==> src/rtl/uart_pkg.sv <==
// Shared types and timing constants for the 9600-baud UART receive path.
// The bit-period constants are the values the baud divider uses at 50 MHz.
`timescale 1ns/1ps
package uart_pkg;

  typedef enum logic [2:0] {
    RX_IDLE      = 3'd0,
    RX_START     = 3'd1,
    RX_DATA      = 3'd2,
    RX_STOP      = 3'd3,
    RX_WAIT_HIGH = 3'd4
  } rx_state_t;

  localparam int UART_DATA_BITS     = 8;
  localparam int CLKS_PER_BIT       = 5208;
  localparam int CLKS_PER_HALF_BIT  = 2604;

endpackage

==> src/rtl/uart_rx_sync.sv <==
// Metastability synchroniser for the rs232_rx pin plus an edge-history flop
// that turns a 1->0 transition of the synchronised line into a strobe.
`timescale 1ns/1ps
module uart_rx_sync #(
  parameter int SYNC_STAGES = 2
) (
  input  logic clk,
  input  logic rst,
  input  logic i_rx,
  output logic o_rx_sync,
  output logic o_fall
);

  logic [SYNC_STAGES-1:0] r_sync;
  logic                   r_hist;

  // Idle line is high, so every flop resets to 1 to avoid a false edge.
  always_ff @(posedge clk or posedge rst) begin
    if (rst) begin
      r_sync <= '1;
      r_hist <= 1'b1;
    end else begin
      r_sync <= {r_sync[SYNC_STAGES-2:0], i_rx};
      r_hist <= r_sync[SYNC_STAGES-1];
    end
  end

  assign o_rx_sync = r_sync[SYNC_STAGES-1];
  assign o_fall    = r_hist & ~r_sync[SYNC_STAGES-1];

endmodule

==> src/rtl/uart_rx.sv <==
// 8N1 UART receiver: frames start/data/stop using mid-bit strobes from the
// baud divider, which it enables through bps_start while a frame is active.
`timescale 1ns/1ps
module uart_rx
  import uart_pkg::*;
#(
  parameter int SYNC_STAGES = 2,
  parameter int DATA_BITS   = UART_DATA_BITS
) (
  input  logic                 clk,
  input  logic                 rst,
  input  logic                 rs232_rx,
  input  logic                 clk_bps,
  output logic                 bps_start,
  output logic [DATA_BITS-1:0] rx_data,
  output logic                 rx_valid,
  output logic                 rx_int,
  output logic                 frame_err,
  output logic [2:0]           dbg_state
);

  localparam int CNT_W = $clog2(DATA_BITS);

  // Handshake with the divider: bps_start high requests timing; a clk_bps
  // pulse is a one-cycle bit-centre strobe and only counts while bps_start is high.

  logic w_rx_sync;
  logic w_fall;
  logic w_strobe;

  rx_state_t              r_state,  w_state_nxt;
  logic [CNT_W-1:0]       r_cnt,    w_cnt_nxt;
  logic                   r_done,   w_done_nxt;
  logic [DATA_BITS-1:0]   r_shift,  w_shift_nxt;
  logic [DATA_BITS-1:0]   r_data,   w_data_nxt;
  logic                   r_busy,   w_busy_nxt;
  logic                   r_valid,  w_valid_nxt;
  logic                   r_ferr,   w_ferr_nxt;

  uart_rx_sync #(
    .SYNC_STAGES (SYNC_STAGES)
  ) u_sync (
    .clk       (clk),
    .rst       (rst),
    .i_rx      (rs232_rx),
    .o_rx_sync (w_rx_sync),
    .o_fall    (w_fall)
  );

  assign w_strobe = clk_bps & r_busy;

  always_ff @(posedge clk or posedge rst) begin
    if (rst) begin
      r_state <= RX_IDLE;
      r_cnt   <= '0;
      r_done  <= 1'b0;
      r_shift <= '0;
      r_data  <= '0;
      r_busy  <= 1'b0;
      r_valid <= 1'b0;
      r_ferr  <= 1'b0;
    end else begin
      r_state <= w_state_nxt;
      r_cnt   <= w_cnt_nxt;
      r_done  <= w_done_nxt;
      r_shift <= w_shift_nxt;
      r_data  <= w_data_nxt;
      r_busy  <= w_busy_nxt;
      r_valid <= w_valid_nxt;
      r_ferr  <= w_ferr_nxt;
    end
  end

  always_comb begin
    w_state_nxt = r_state;
    w_cnt_nxt   = r_cnt;
    w_done_nxt  = r_done;
    w_shift_nxt = r_shift;
    w_data_nxt  = r_data;
    w_busy_nxt  = r_busy;
    w_valid_nxt = 1'b0;
    w_ferr_nxt  = 1'b0;
    unique case (r_state)
      RX_IDLE: begin
        if (w_fall) begin
          w_state_nxt = RX_START;
          w_busy_nxt  = 1'b1;
        end
      end
      RX_START: begin
        if (w_strobe) begin
          if (!w_rx_sync) begin
            w_state_nxt = RX_DATA;
            w_cnt_nxt   = '0;
            w_done_nxt  = 1'b0;
          end else begin
            // Line already back high at the start-bit centre: glitch.
            w_state_nxt = RX_IDLE;
            w_busy_nxt  = 1'b0;
          end
        end
      end
      RX_DATA: begin
        if (w_strobe && !r_done) begin
          w_shift_nxt = {w_rx_sync, r_shift[DATA_BITS-1:1]};
          if (r_cnt == CNT_W'(DATA_BITS - 1)) begin
            w_done_nxt  = 1'b1;
            w_state_nxt = RX_STOP;
          end else begin
            w_cnt_nxt = r_cnt + 1'b1;
          end
        end
      end
      RX_STOP: begin
        if (w_strobe) begin
          w_busy_nxt = 1'b0;
          if (w_rx_sync) begin
            w_data_nxt  = r_shift;
            w_valid_nxt = 1'b1;
            w_state_nxt = RX_IDLE;
          end else begin
            w_ferr_nxt  = 1'b1;
            w_state_nxt = RX_WAIT_HIGH;
          end
        end
      end
      RX_WAIT_HIGH: begin
        // A held-low break must return high before a new start is armed.
        if (w_rx_sync) begin
          w_state_nxt = RX_IDLE;
        end
      end
      default: begin
        w_state_nxt = RX_IDLE;
        w_busy_nxt  = 1'b0;
      end
    endcase
  end

  assign bps_start = r_busy;
  assign rx_int    = r_busy;
  assign rx_data   = r_data;
  assign rx_valid  = r_valid;
  assign frame_err = r_ferr;
  assign dbg_state = r_state;

endmodule

==> config.mk <==
export PLATFORM = sky130hd
export DESIGN_NAME = uart_rx
export DESIGN_NICKNAME = d
export VERILOG_FILES = /design/src/rtl/uart_pkg.sv /design/src/rtl/uart_rx_sync.sv /design/src/rtl/uart_rx.sv
export SDC_FILE = /design/constraint.sdc
export NUM_CORES = 1
export LEC_CHECK = 0
export ABC_AREA = 1
export CAP_MARGIN = 20
export CORE_MARGIN = 4
export CORE_UTILIZATION = 57
export CTS_CLUSTER_SIZE = 28
export DETAILED_ROUTE_END_ITERATION = 8
export PLACE_DENSITY = 0.94
export SKIP_LAST_GASP = 1
export SYNTH_ARGS = -nofsm -noshare
export SYNTH_HDL_FRONTEND = slang
export SYNTH_SLANG_ARGS = --single-unit
==> constraint.sdc <==
create_clock -name clk -period 2.3 [get_ports clk]
set_input_delay 0.23 -clock clk [delete_from_list [all_inputs] [get_ports clk]]
set_output_delay 0.23 -clock clk [all_outputs]
set_load 0.05 [all_outputs]
==> results of run 1 <==
==> cells in the final DEF (no fill, tap or decap), drive strengths merged <==
cell type	count
clkinv	2
nand4	7
inv	20
dfrtp	26
nand3	9
ha	2
a21oi	1
o21ai	19
nand2	44
clkdlybuf4s50	18
dfstp	3
nor2	12
buf	1
clkbuf	6
==> metal layers <==
layer | share of wire [%] | GRT usage (%) | wire length, um
met5 | 0 | 0 | 0
met4 | 1.5 | 8.28 | 38
met3 | 6.5 | 8.05 | 165
met2 | 50 | 28.5 | 1280
met1 | 42 | 23.3 | 1070
==> flip-flops by register name, indices dropped and copies added (netlist names) <==
signal         cells
rx_data            8
frame_err          1
r_done             1
u_sync.r_hist      1
bps_start          1
u_sync.r_sync      2
dbg_state          3
rx_valid           1
r_cnt              3
r_shift            8
==> power breakdown <==
| part | switching [W] | internal (W) |
|---|---|---|
| registers | 0.0000843 | 0.000587 |
| clock network | 0.000171 | 0.000116 |
| logic | 0.000482 | 0.000212 |
| total | 0.000737 | 0.000915 |
==> worst max path at each step <==
stage                         endpoint    startpoint  cells after the start
after floorplan             r_shift[0]     bps_start                      6
final                     dbg_state[1]  dbg_state[1]                      1
after detailed placement    r_shift[6]       clk_bps                      6
after CTS                 dbg_state[1]  dbg_state[1]                      1
after global placement      r_shift[6]       clk_bps                      6
after global routing      dbg_state[1]  dbg_state[1]                      1
==> Yosys cell counts, drive strengths merged <==
library cell,instances,area (um^2)
buf,3,30.0
inv,20,75.1
o21ai,19,155
nand4,7,50.1
a21oi,1,5.00
nand2,44,173
dfstp,3,78.8
nand3,9,62.6
dfrtp,26,651
ha,2,25.0
nor2,12,55.1
==> cell type report <==
cell class / instances / share of cell area (%)
sequential: 29 / 45.5
inverter: 20 / 4.68
timing repair buffer: 19 / 11.7
clock inverter: 2 / 0.624
clock buffer: 6 / 2.57
multi-input combinational: 94 / 32.8
tap: 28 / 2.18
==> per-stage QoR <==
step           setup slack, ns  util (%)
2_1_floorplan            0.709         -
3_3_place_gp             0.684      69.5
3_5_place_dp             0.669      69.5
4_1_cts                  0.364      71.8
5_1_grt                  0.292      71.8
6_report                 0.362      71.8
==> logic make-up (layout without fill, tap and decap cells) <==
family,count (synthesis),after routing,share of synthesized area (%)
AOI/OAI and AO/OA,20,20,11.8
adders and majority gates,2,2,1.84
buffers and inverters,23,47,7.73
DFF,29,29,53.6
and+or+nand+nor,72,72,25.0
==> flow_summary.ini, run 1 <==
[outcome]
status = completed

[routing]
firstDrtPassIters = 4
drc_errors = 0
wl_um = 2560
num_vias = 1031
drtIter0Drc = 32
avgViaCountPerCell = 5.21
ant_nets = 0
wire_per_inst_um = 12.9

[sta]
rsz0062_at_grt = false
relSlewSlack_pct = 65.4
worst_pin_slew_ns = 0.517
report.final.slew_viol_count = 0
finalSetupTns_ns = 0
fin_hold_ws_ns = 0.263
finalSetupViolCount = 0
finClkSkew_ns = 0.0144
final.min_clock_period_ns = 1.94
fin_crit_sh_pct = 84.3
finalHoldViolCount = 0
fmax_ghz = 0.516

[synthesis]
syn_area_um2 = 1360
synth_seq_cells = 29
syn_area_per_cell_um2 = 9.32
ys_seq_area_share_pct = 53.6
yosysWarnings = 0
netlist_instances = 146
synth_fp_nets = 152
yosysUniqueCellTypes = 20

[floorplanning]
start_util_pct = 60.9
dieArea_um2 = 3230
coreArea_um2 = 2230
rows = 17
die_h_um = 56.8
io_pins = 19
dieWidth_um = 56.8

[critical_path]
cp_top_family = buffers and inverters
cp-start-kind = flip-flop
cp_max_fo = 7
crit_required_ns = 2.07
cp-end-kind = output pin
critical_path_buf_inv_count = 1
path_cells = clkdlybuf4s50_1
reg2reg_to = r_cnt[1]
setup.worst_path.class = reg2out
ff2ff_path_depth = 8
r2r-start = r_cnt[0]
rrSetupSlack_ns = 0.86
cpPeakStageDelay_ns = 0.86
crit_arrival_ns = 1.71
slowest_stage = clkdlybuf4s50_1

[grt]
grt_usage_pct = 18.8
grt_pass1_vias = 1042
grt_overflow = 0
grt_start_max_net_pins = 30
grt_pass1_wl_um = 4620
antenna_found_initial = 0

[place]
dpl-instance-area_um2 = 1550
place_inst = 190
gp_congestion = 0.879
place_hpwl_um = 1860
port_buffers = 18

[clocking]
cts_hold_buf = 0
clockRootBuffer = clkbuf_4
cts_resized = 0
clk_pin_slew_ns = 0.09
htreeDepth = 2
cts_buffers = 5
postCtsSetupRepairBufs = 0
cts_num_sinks = 29
cts_tree = done
clockBufferDepth = 2
clock_latency_ns = 0.33

[finish]
fin_cells = 198
multi_input_area_um2 = 526
stdcell_area_um2 = 1600
fillers = 176
regArea_um2 = 729
fin_nets = 175
drive_above_1_share_pct = 21.8
n_antenna_cell = 0
syn_to_final_growth_pct = 17.9

[power_and_ir_drop]
p_leak_nw = 0.771
power_w = 0.00165
power_density_nw_per_um2 = 1030
irDropWorstVdd_v = 0.000878

[run]
max_cap_violations = 0

[hold_path]
hold_class = in2async
Note: power is estimated with default switching activity, not from simulation.
==> run 2, diff against run 1 <==
Settings changed: CORE_UTILIZATION 57 to 53, PLACE_DENSITY 0.94 to 0.89.
Clock period 2.3 ns to 1.9 ns, I/O delays scaled along.
==> run 2 against run 1 <==
  * Wire length shrank 9.0%
  * Non-clock buffer count did not move
  * Clock-buffer cell count increased by 1
  * Cell area increased by 2.7%
  * Sequential cell count stayed put
  * Critical path type unchanged
  * Largest power group unchanged
==> flow_summary.ini, run 2 (synthesized netlist as in run 1, its figures left out) <==
[outcome]
status = completed

[floorplanning]
start_util_pct = 55.4
dieWidth_um = 58.7
io_pins = 19
dieArea_um2 = 3440
coreArea_um2 = 2450
die_h_um = 58.7
rows = 18

[critical_path]
setup.worst_path.class = reg2out
cp_max_fo = 5
path_cells = clkdlybuf4s50_1
critical_path_buf_inv_count = 1
cp-end-kind = output pin
cpPeakStageDelay_ns = 0.83
cp-start-kind = flip-flop
crit_arrival_ns = 1.58
crit_required_ns = 1.71
cp_top_family = buffers and inverters
slowest_stage = clkdlybuf4s50_1

[place]
dpl-instance-area_um2 = 1560
place_hpwl_um = 1720
post-place-ws_ns = 0.279
port_buffers = 18
gp_congestion = 0.835

[finish]
fin_nets = 175
syn_to_final_growth_pct = 21.2
stdcell_area_um2 = 1650
drive_above_1_share_pct = 21.8
final_common_cell = nand2_1
most-common-layout-cells = 41 x nand2_1, 26 x dfrtp_1, 18 x inv_1
n_antenna_cell = 0

[clocking]
clockRootBuffer = clkbuf_4
clk_pin_slew_ns = 0.09
cts_tree = done
clockBufferDepth = 2
cts_num_sinks = 29
postCtsSetupRepairBufs = 0
htreeDepth = 2
cts_resized = 0
clock_latency_ns = 0.33
cts_hold_buf = 0
cts_buffers = 5

[sta]
fin_crit_sh_pct = 92.9
report.final.slew_viol_count = 0
finalHoldViolCount = 0
final.min_clock_period_ns = 1.77
rsz0062_at_grt = false
finalSetupViolCount = 0
fmax_ghz = 0.566
relSlewSlack_pct = 66.2
fin_ws_ns = 0.134
worst_pin_slew_ns = 0.506
finClkSkew_ns = 0.0109
finalSetupTns_ns = 0

[hold_path]
hold_class = in2async

[grt]
grt_pass1_wl_um = 4130
grt_usage_pct = 16.9
antenna_found_initial = 0
grt_pass1_vias = 1014
grt_start_max_net_pins = 30
grt_overflow = 0

[routing]
avgViaCountPerCell = 5.15
ant_nets = 0
drc_errors = 0
wl_um = 2330
num_vias = 1030
firstDrtPassIters = 4
wire_per_inst_um = 11.6
drtIter0Drc = 38

[run]
max_cap_violations = 0

[power_and_ir_drop]
p_leak_nw = 0.822
irDropWorstVdd_v = 0.00120
power_density_nw_per_um2 = 1300
-- run 2: cell count changes in the layout (fill, tap and decap cells not counted), sizes merged --
cell and change:
bufinv +1, clkbuf +1, clkinv -2, clkdlybuf4s50 -3, dlymetal6s2s +3
-- run 2: area by class of cell --
| class | instances | area, um^2 |
|---|---|---|
| clock inverters | 1 | 30.0 |
| fillers | 193 | 807 |
| multi-input cells | 94 | 526 |
| well taps | 30 | 37.5 |
| inverters | 20 | 75.1 |
| repair buffers | 19 | 195 |
| clock buffers | 7 | 55.1 |
| flip-flops and latches | 29 | 729 |
-- run 2: final timing paths --
| kind | start | to | slack [ns] | cells past startpoint |
|---|---|---|---|---|
| worst max-delay path | bps_start | bps_start | 0.13 | 1 |
| worst min-delay path | rst | r_shift[3] | 0.22 | 3 |
| worst max register to register | r_cnt[0] | r_cnt[1] | 0.49 | 8 |
| worst min register to register | u_sync.r_sync[0] | u_sync.r_sync[1] | 0.36 | 0 |
| max in group asynchronous | rst | u_sync.r_hist | 1.36 | 3 |
| min in group clk | rs232_rx | u_sync.r_sync[0] | 0.27 | 1 |
-- run 2: per-layer routing --
layer | up-vias | share of wire (%) | track usage (%)
li1 | 511 | - | -
met1 | 488 | 41 | 18.9
met2 | 23 | 50 | 26.0
met3 | 8 | 5.2 | 5.26
met4 | 0 | 3.2 | 14.2
met5 | - | 0 | 0
-- run 2: stage by stage --
stage	power (W)	cells	utilization, %	hold WS (ns)
6_report	0.00215	200	67.1	0.223
5_1_grt	0.00231	200	67.1	0.228
4_1_cts	0.00217	200	66.8	0.220
3_5_place_dp	0.00165	192	63.4	0.348
3_3_place_gp	0.00161	192	63.4	0.348
2_1_floorplan	0.00144	146	-	0.194
-- run 2: power breakdown --
group | switching, W | total [W] | internal [W]
clock network | 0.000202 | 0.000515 | 0.000314
logic | 0.000570 | 0.000825 | 0.000254
registers | 0.0000949 | 0.000806 | 0.000711
total | 0.000867 | 0.00215 | 0.00128
